==> src/rtl/ro_pkg.sv <==
// Shared types and constants for the ring-oscillator frequency counter.
package ro_pkg;

  typedef enum logic [1:0] {
    IDLE,
    WARMUP,
    COUNT,
    DONE
  } ro_state_t;

  localparam int RO_CNT_W_DEF   = 20;
  localparam int RO_WIN_W_DEF   = 16;
  localparam int RO_WARMUP_DEF  = 16;

  // All-ones value for a counter of the given width (widths above 31 clamp to 32 bits).
  function automatic logic [31:0] RO_CNT_MAX(input int unsigned w);
    if (w >= 32) return 32'hFFFF_FFFF;
    return (32'd1 << w) - 32'd1;
  endfunction

endpackage

==> src/rtl/ro_edge_sync.sv <==
// Multi-stage synchroniser for the asynchronous RO output plus a rising-edge
// detector producing a one-cycle pulse in the clk domain.
module ro_edge_sync #(
  parameter int SYNC_STAGES = 2
) (
  input  logic clk,
  input  logic rst,
  input  logic i_async,
  output logic o_pulse
);

  logic [SYNC_STAGES-1:0] r_sync;
  logic                   r_prev;

  always_ff @(posedge clk) begin
    if (rst) begin
      r_sync <= '0;
      r_prev <= 1'b0;
    end else begin
      r_sync <= {r_sync[SYNC_STAGES-2:0], i_async};
      r_prev <= r_sync[SYNC_STAGES-1];
    end
  end

  assign o_pulse = r_sync[SYNC_STAGES-1] & ~r_prev;

endmodule

==> src/rtl/ro_freq_counter.sv <==
// Gates a ring oscillator, counts its rising edges over a programmable window
// and returns the count over valid/ready. Define RO_FREQ_CONT_EN for back-to-back windows.
module ro_freq_counter
  import ro_pkg::*;
#(
  parameter int CNT_W         = RO_CNT_W_DEF,
  parameter int WIN_W         = RO_WIN_W_DEF,
  parameter int WARMUP_CYCLES = RO_WARMUP_DEF,
  parameter int SYNC_STAGES   = 2
) (
  input  logic             clk,
  input  logic             rst,
  input  logic             start,
  input  logic [WIN_W-1:0] winLen,
  output logic             busy,
  output logic             roEnable,
  input  logic             roOut,
  output logic [CNT_W-1:0] count,
  output logic             countValid,
  input  logic             countReady,
  output logic             saturated
);

  localparam int WU_W = (WARMUP_CYCLES > 1) ? $clog2(WARMUP_CYCLES) : 1;
  localparam logic [CNT_W-1:0] CNT_MAX = CNT_W'(RO_CNT_MAX(CNT_W));

  ro_state_t        r_state;
  ro_state_t        w_state_nxt;
  logic [WIN_W-1:0] r_win_len;
  logic [WIN_W-1:0] r_win_cnt;
  logic [WU_W-1:0]  r_warm_cnt;
  logic [CNT_W-1:0] r_edge_cnt;
  logic [CNT_W-1:0] w_edge_nxt;
  logic [CNT_W-1:0] r_count;
  logic             r_sat;
  logic             w_pulse;
  logic             w_accept;
  logic             w_warm_last;
  logic             w_win_last;
  logic             w_restart;

  ro_edge_sync #(
    .SYNC_STAGES (SYNC_STAGES)
  ) u_edge_sync (
    .clk     (clk),
    .rst     (rst),
    .i_async (roOut),
    .o_pulse (w_pulse)
  );

  assign w_accept    = (r_state == IDLE) && start;
  assign w_warm_last = (r_warm_cnt == WU_W'(WARMUP_CYCLES - 1));
  assign w_win_last  = (r_win_cnt == r_win_len - WIN_W'(1));
  assign w_edge_nxt  = (w_pulse && (r_edge_cnt != CNT_MAX)) ? r_edge_cnt + CNT_W'(1) : r_edge_cnt;

`ifdef RO_FREQ_CONT_EN
  // A start raised during the handshake is the request to leave continuous mode.
  assign w_restart = (r_state == DONE) && countReady && !start;
  assign roEnable  = (r_state != IDLE);
`else
  assign w_restart = 1'b0;
  assign roEnable  = (r_state == WARMUP) || (r_state == COUNT);
`endif

  assign busy       = (r_state != IDLE);
  assign countValid = (r_state == DONE);
  assign count      = r_count;
  assign saturated  = r_sat;

  always_ff @(posedge clk) begin
    if (rst) r_state <= IDLE;
    else     r_state <= w_state_nxt;
  end

  always_comb begin
    w_state_nxt = r_state;
    unique case (r_state)
      IDLE:    if (start)       w_state_nxt = WARMUP;
      WARMUP:  if (w_warm_last) w_state_nxt = COUNT;
      COUNT:   if (w_win_last)  w_state_nxt = DONE;
      DONE:    if (countReady)  w_state_nxt = w_restart ? COUNT : IDLE;
      default:                  w_state_nxt = IDLE;
    endcase
  end

  always_ff @(posedge clk) begin
    if (rst) begin
      r_warm_cnt <= '0;
      r_win_cnt  <= '0;
      r_count    <= '0;
      r_sat      <= 1'b0;
    end else begin
      if (w_accept || w_restart) begin
        r_warm_cnt <= '0;
        r_win_cnt  <= '0;
        r_sat      <= 1'b0;
      end else if (r_state == WARMUP) begin
        r_warm_cnt <= r_warm_cnt + WU_W'(1);
        r_win_cnt  <= '0;
      end else if (r_state == COUNT) begin
        r_win_cnt <= r_win_cnt + WIN_W'(1);
        // The result register only moves on entry to DONE, so the old result stays visible meanwhile.
        if (w_win_last) begin
          r_count <= w_edge_nxt;
          r_sat   <= (w_edge_nxt == CNT_MAX);
        end
      end
    end
  end

  always_ff @(posedge clk) begin
    if (w_accept) r_win_len <= (winLen == '0) ? WIN_W'(1) : winLen;
    if (w_accept || w_restart) r_edge_cnt <= '0;
    else if (r_state == COUNT) r_edge_cnt <= w_edge_nxt;
  end

endmodule

==> config.mk <==
export PLATFORM = sky130hd
export DESIGN_NAME = ro_freq_counter
export DESIGN_NICKNAME = d
export VERILOG_FILES = /design/src/rtl/ro_pkg.sv /design/src/rtl/ro_edge_sync.sv /design/src/rtl/ro_freq_counter.sv
export SDC_FILE = /design/constraint.sdc
export NUM_CORES = 1
export LEC_CHECK = 0
export ABC_CLOCK_PERIOD_IN_PS = 8640
export BUFFER_PORTS_ARGS = -buffer_cell sky130_fd_sc_hd__buf_2
export CORE_MARGIN = 1.5
export CORE_UTILIZATION = 66
export CTS_BUF_LIST = sky130_fd_sc_hd__clkbuf_4
export CTS_CLUSTER_SIZE = 12
export DETAILED_ROUTE_END_ITERATION = 8
export PLACE_DENSITY = 0.86
export SLEW_MARGIN = 20
export SYNTH_ARGS = -nofsm -noshare
export SYNTH_HDL_FRONTEND = slang
export SYNTH_SLANG_ARGS = --single-unit
==> constraint.sdc <==
create_clock -name clk -period 8.64 [get_ports clk]
set_clock_uncertainty 0.05 [all_clocks]
set_input_delay 1.728 -clock clk [delete_from_list [all_inputs] [get_ports clk]]
set_output_delay 1.728 -clock clk [all_outputs]
set_load 0.02 [all_outputs]
# After elaboration in Yosys (flattened, before gate mapping)
# Cells that the tools add are included.
# totals
ff_bits,82
latch_bits,0
ram_bits,0
rom_bits,0
in_bits,21
elab_cells,45
mem_count,0
# op_classes
add_sub_neg,4
mul,0
div_mod_pow,0
order_cmp,0
eq_ne,11
shifts,0
n_mux,6
bitwise,4
reduce_logical,11
# op_table
cell,n
20-bit by 1-bit adder with 20-bit output (second input constant),1
20-bit == test (second input constant),1
20-bit 2-to-1 mux,1
20-bit != test (second input constant),1
16-bit by 1-bit adder with 16-bit output (second input constant),1
16-bit == test,1
16-bit zero test,1
16-bit by 1-bit subtractor with 16-bit output (second input constant),1
2-bit 2-to-1 mux,4
2-bit one-hot mux with 4 select lines,1
4-bit AND reduction,2
2-bit != test (second input constant),3
4-bit by 1-bit adder with 4-bit output (second input constant),1
2-bit == test (second input constant),2
4-bit == test (second input constant),1
1-bit inverter,3
3-bit AND reduction,1
3-bit OR reduction,1
2-bit by 1-bit == test with 1-bit output (second input constant),1
1-bit logical AND,2
2-bit zero test,1
2-bit by 1-bit != test with 1-bit output (second input constant),1
2-bit nonzero test,1
2-bit OR reduction,1
2 further kinds,2

# Longest topological paths before layout
# logic_depth
depth_word,5
ltp_mapped,11
depth_no_buf,9

# Cells and area by module
# Synthesis repeated with hierarchy kept, for this count alone.
# unflattened
cells_unflattened,555
area_unflattened_um2,4848.4
# modules_own_cells
module,n_inst,cells_per_inst,area_per_inst_um2,seq_area_each_um2
ro_freq_counter,1,548,4760.8,1741.7
ro_edge_sync,1,7,87.6,60.1

# Least setup slack after synthesis
# Ideal clock, no wire load.
# synth_timing
path_type,in2reg
from,in start
to,reg r_sat (netlist: saturated)
setup_ns,0.072
t_arrival_ns,3.173
t_required_ns,8.518
slack_ns,5.345
path_stages,7
n_path_buf,1
cell_sequence,and2_1 > clkbuf_1 > or2_2 > or4_1 > a211oi_1 > nand4_1 > mux2i_1
# synth_between
elab_chain_cells,2
# synth_lines
item,line_no,rtl
start: declaration,ro_freq_counter.sv:13,"input logic start,"
1-bit logical AND,ro_freq_counter.sv:51,assign w_accept = (r_state == IDLE) && start;
2-bit OR reduction (no source line),n/a,
end signal: assignment,ro_freq_counter.sv:105,r_sat <= (w_edge_nxt == CNT_MAX);
end: declaration,ro_freq_counter.sv:35,logic r_sat;
# No other way between the ends.
# A chain may end at the register's enable or synchronous reset.

# Final worst setup path
# layout_timing
from,reg r_win_len[0]
to,reg r_count[9] (netlist: count[9])
# layout_between
elab_chain_cells,3
# layout_lines
item,line_no,rtl
start: declaration,ro_freq_counter.sv:29,logic [WIN_W-1:0] r_win_len;
start signal: assignment,ro_freq_counter.sv:112,if (w_accept) r_win_len <= (winLen == '0) ? WIN_W'(1) : winLen;
16-bit by 1-bit subtractor with 16-bit output,ro_freq_counter.sv:53,assign w_win_last = (r_win_cnt == r_win_len - WIN_W'(1));
16-bit == test,ro_freq_counter.sv:53,
4-bit AND reduction (no source line),n/a,
end signal: assignment,ro_freq_counter.sv:104,r_count <= w_edge_nxt;
end: declaration,ro_freq_counter.sv:34,logic [CNT_W-1:0] r_count;
# No other way between the ends.

==> impl_summary.txt <==
----------------------------------------------------
[Timing]
  Final Max Slew Viols ... 0
  Relative slew slack ... 0.453
  Worst slew pin tran ... 0.820 ns
  Final TNS setup ... 0 ns
  Unrepaired setup endpoints after global routing ... false
  Maximum frequency from static timing analysis ... 268 MHz
  Final worst path period share ... 0.432
  Final count of negative-setup-slack endpoints ... 0
  Hold Slack ... 0.416 ns
  Crit path time final ... 3.73 ns
  Endpoints failing hold ... 0

[Power and ir drop]
  Power density over the cells ... 187 nW/µm²
  Static leakage power ... 1.87 nW
  Largest voltage drop on the vdd net ... 185 µV

[Floorplanning]
  Die Span Y ... 87.5 µm
  Initial Util ... 0.687
  I/O pin total ... 45
  Core footprint ... 6870 µm²
  Die W ... 87.5 µm
  Rows ... 30
  Full die area ... 7660 µm²

[Synthesis]
  Synth Register Bits ... 82
  Most used flip-flop cell after synthesis ... sky130_fd_sc_hd__dfxtp_1
  Mean post-synth cell area ... 8.87 µm²
  Most numerous cell in the Yosys netlist ... sky130_fd_sc_hd__dfxtp_1
  Cell types with the largest area share after synthesis ... sky130_fd_sc_hd__dfxtp_1 (28%), sky130_fd_sc_hd__edfxtp_1 (10%), sky130_fd_sc_hd__xnor2_1 (6.5%), sky130_fd_sc_hd__mux2_4 (6.0%), sky130_fd_sc_hd__nor2_1 (5.1%)
  Cell types with the highest counts after synthesis ... sky130_fd_sc_hd__dfxtp_1 (66), sky130_fd_sc_hd__nor2_1 (64), sky130_fd_sc_hd__clkbuf_1 (39), sky130_fd_sc_hd__nand2_1 (39), sky130_fd_sc_hd__xnor2_1 (35)
  Async set or reset register ratio after synthesis ... 0
  Synthesis Warnings ... 0
  Number of instances in the synthesized netlist ... 532
  Area of the mapped netlist ... 4720 µm²
  Share of the yosys chip area belonging to registers ... 0.382
  Net count after synthesis ... 562
  Share of the synthesized area in the top cell type ... 0.280
  Cell variety after synth ... 57
  Top cell type by total area after synthesis ... sky130_fd_sc_hd__dfxtp_1
  Number of enable-type register cells in the synthesized netlist ... 16

[CTS]
  Count of buffers added by post-CTS timing repair for setup ... 0
  Clock-pin transition on the worst setup and hold timing paths ... 0.13 ns
  Number of H-tree levels ... 3
  Maximum clock insertion buffer count ... 2
  Number of clock sinks ... 82
  Post-cts resize count ... 0
  Clock latency on the worst-skew pair ... 0.44 ns
  TritonCTS Buffers ... 9
  TritonCTS clock tree ... yes
  Root buf cell ... sky130_fd_sc_hd__clkbuf_4
  Number of buffers inserted by hold repair at cts ... 0

[Routing]
  Starting DRT DRC Count ... 269
  Total via count in the routed design ... 3881
  Residual DRC count ... 0
  Drt first pass iters ... 5
  Aggregate routed wire length ... 10600 µm
  Avg WL per Cell ... 16.4 µm
  Number of vias per cell after detailed routing ... 6.00
  Count of nets left with antenna violations after detail routing ... 0

[GRT]
  Antenna violations before repair ... 0
  Largest net degree at the start of global routing ... 51
  Overall Global Routing Usage ... 0.288
  Global route total overflow ... 0
  Global-route wire length before repair ... 16900 µm
  Number of global-route vias before repair ... 3492

[Placed design]
  Port Buffers ... 44
  Placer Congestion ... 0.921
  Placed cell count ... 631
  Post-detail-place hpwl ... 7530 µm

[Critical path]
  Reg-to-Reg End ... count[9]
  Critical Path RT ... 8.92 ns
  Cell chain of the critical path ... inv_1 -> ha_1 -> nor4b_2 -> nand2_1 -> xor2_1 -> a2111o_1 -> nor4_4 -> nand3_2 -> mux2_4
  Worst path slowest cell ... sky130_fd_sc_hd__nand3_2
  Critical path fanouts, max ... 20
  CP startpoint kind ... flop
  Delay of the slowest cell on the worst path ... 0.65 ns
  Critical Path AT ... 4.01 ns
  Reg2reg start ... r_win_len[0]
  Depth of the worst register-to-register path ... 9
  Element type at the critical path end ... flop
  Setup slack, reg-to-reg ... 4.91 ns
  Critical setup path kind ... reg -> reg

[Worst hold path]
  Worst min-delay path category ... reg -> reg
  End point of the most critical hold path ... u_edge_sync.r_sync[1]
  Worst Min Path Start ... u_edge_sync.r_sync[0]
  Worst hold path depth ... 1

[Finish]
  Post-route core utilization ... 0.737
  Number of inserted diodes ... 0
  Area added between synthesis and finish ... 7.29%
  Net count, final ... 576
  Non-filler instance count after layout ... 647
  Fraction of layout instances using a drive strength above 1 ... 0.165

[Outcome]
  Status ... finished, final reports clean

[Flow run]
  Max Cap Viol ... 0

----------------------------------------------------
[through the flow]
step	area [µm²]	power, mW	setup slack, ns
5_1_grt	5060	0.988	4.74
3_3_place_gp	4890	0.680	4.96
2_1_floorplan	4720	0.632	5.35
6_report	5060	0.945	4.91
3_5_place_dp	4890	0.689	4.86
4_1_cts	5060	0.945	4.96
[power breakdown]
group | switching, mW | leakage (nW) | internal, mW | total [mW]
clock network | 0.136 | 0.0905 | 0.122 | 0.258
registers | 0.0340 | 0.685 | 0.424 | 0.458
logic | 0.150 | 1.09 | 0.0794 | 0.229
[area by class of cell]
type | count | area (µm²)
multi-input combinational | 397 | 2700
fill | 518 | 1810
sequential | 82 | 1800
timing repair buffer | 45 | 228
tap | 96 | 120
clock inverter | 6 | 91.3
clock buffer | 10 | 75.1
inverter | 11 | 41.3
[how the worst max path moves through the flow]
stage	start	end	slack, ns	cells after the start
2_1_floorplan	start	saturated	5.35	7
3_3_place_gp	start	count[14]	4.96	6
3_5_place_dp	start	count[4]	4.86	6
4_1_cts	r_win_len[0]	count[9]	4.96	9
5_1_grt	r_win_len[0]	count[19]	4.74	9
6_report	r_win_len[0]	count[9]	4.91	9
[flip-flops by register name, summed over array words and instances (netlist names)]
register,count
count,20
r_edge_cnt,20
r_state,2
r_warm_cnt,4
r_win_cnt,16
r_win_len,16
saturated,1
u_edge_sync.r_prev,1
u_edge_sync.r_sync,2
[cell families (layout without fill, tap and decap cells)]
family,Yosys count,count (layout),share of synthesized area
mux,23,23,0.0690
simple gates,234,234,0.263
flops,82,82,0.382
fa+ha+maj,9,9,0.0239
xor+xnor,62,62,0.115
compound gates,69,69,0.101
buf+inv,53,72,0.0456
[cell usage in the layout, fill, tap and decap left out, types with 3 or more instances in the layout]
| cell | count |
|---|---|
| sky130_fd_sc_hd__a2111o_1 | 3 |
| sky130_fd_sc_hd__a211oi_1 | 3 |
| sky130_fd_sc_hd__a21oi_1 | 19 |
| sky130_fd_sc_hd__a311oi_1 | 4 |
| sky130_fd_sc_hd__a31oi_1 | 5 |
| sky130_fd_sc_hd__a41o_1 | 3 |
| sky130_fd_sc_hd__and3_1 | 11 |
| sky130_fd_sc_hd__buf_2 | 44 |
| sky130_fd_sc_hd__clkbuf_4 | 10 |
| sky130_fd_sc_hd__clkinv_4 | 3 |
| sky130_fd_sc_hd__dfxtp_1 | 66 |
| sky130_fd_sc_hd__edfxtp_1 | 16 |
| sky130_fd_sc_hd__ha_1 | 9 |
| sky130_fd_sc_hd__inv_1 | 11 |
| sky130_fd_sc_hd__mux2_4 | 19 |
| sky130_fd_sc_hd__mux2i_1 | 4 |
| sky130_fd_sc_hd__nand2_1 | 39 |
| sky130_fd_sc_hd__nand2b_1 | 6 |
| sky130_fd_sc_hd__nand3_1 | 18 |
| sky130_fd_sc_hd__nand3b_1 | 3 |
| sky130_fd_sc_hd__nand4_1 | 14 |
| sky130_fd_sc_hd__nor2_1 | 64 |
| sky130_fd_sc_hd__nor2b_1 | 25 |
| sky130_fd_sc_hd__nor3_1 | 11 |
| sky130_fd_sc_hd__nor4_1 | 7 |
| sky130_fd_sc_hd__o21ai_0 | 15 |
| sky130_fd_sc_hd__or3_1 | 15 |
| sky130_fd_sc_hd__or4_1 | 4 |
| sky130_fd_sc_hd__xnor2_1 | 35 |
| sky130_fd_sc_hd__xor2_1 | 27 |
[critical path, delay by kind of cell, from the launching register on]
| kind | cells | cell delay (ns) |
|---|---|---|
| simple gates | 4 | 1.54 |
| compound gates | 1 | 0.46 |
| mux | 1 | 0.52 |
| xor+xnor | 1 | 0.19 |
| fa+ha+maj | 1 | 0.32 |
| buf+inv | 1 | 0.09 |
| flops | 1 | 0.47 |
[layer usage]
metal / GRT usage / vias up / routed length (µm)
met1: 0.427 / 1855 / 5050
met5: 0 / - / 0
met2: 0.427 / 127 / 4700
li1: - / 1885 / -
met4: 0.0851 / 0 / 166
met3: 0.0537 / 14 / 686
No activity file was read; power rests on OpenSTA's default activity.
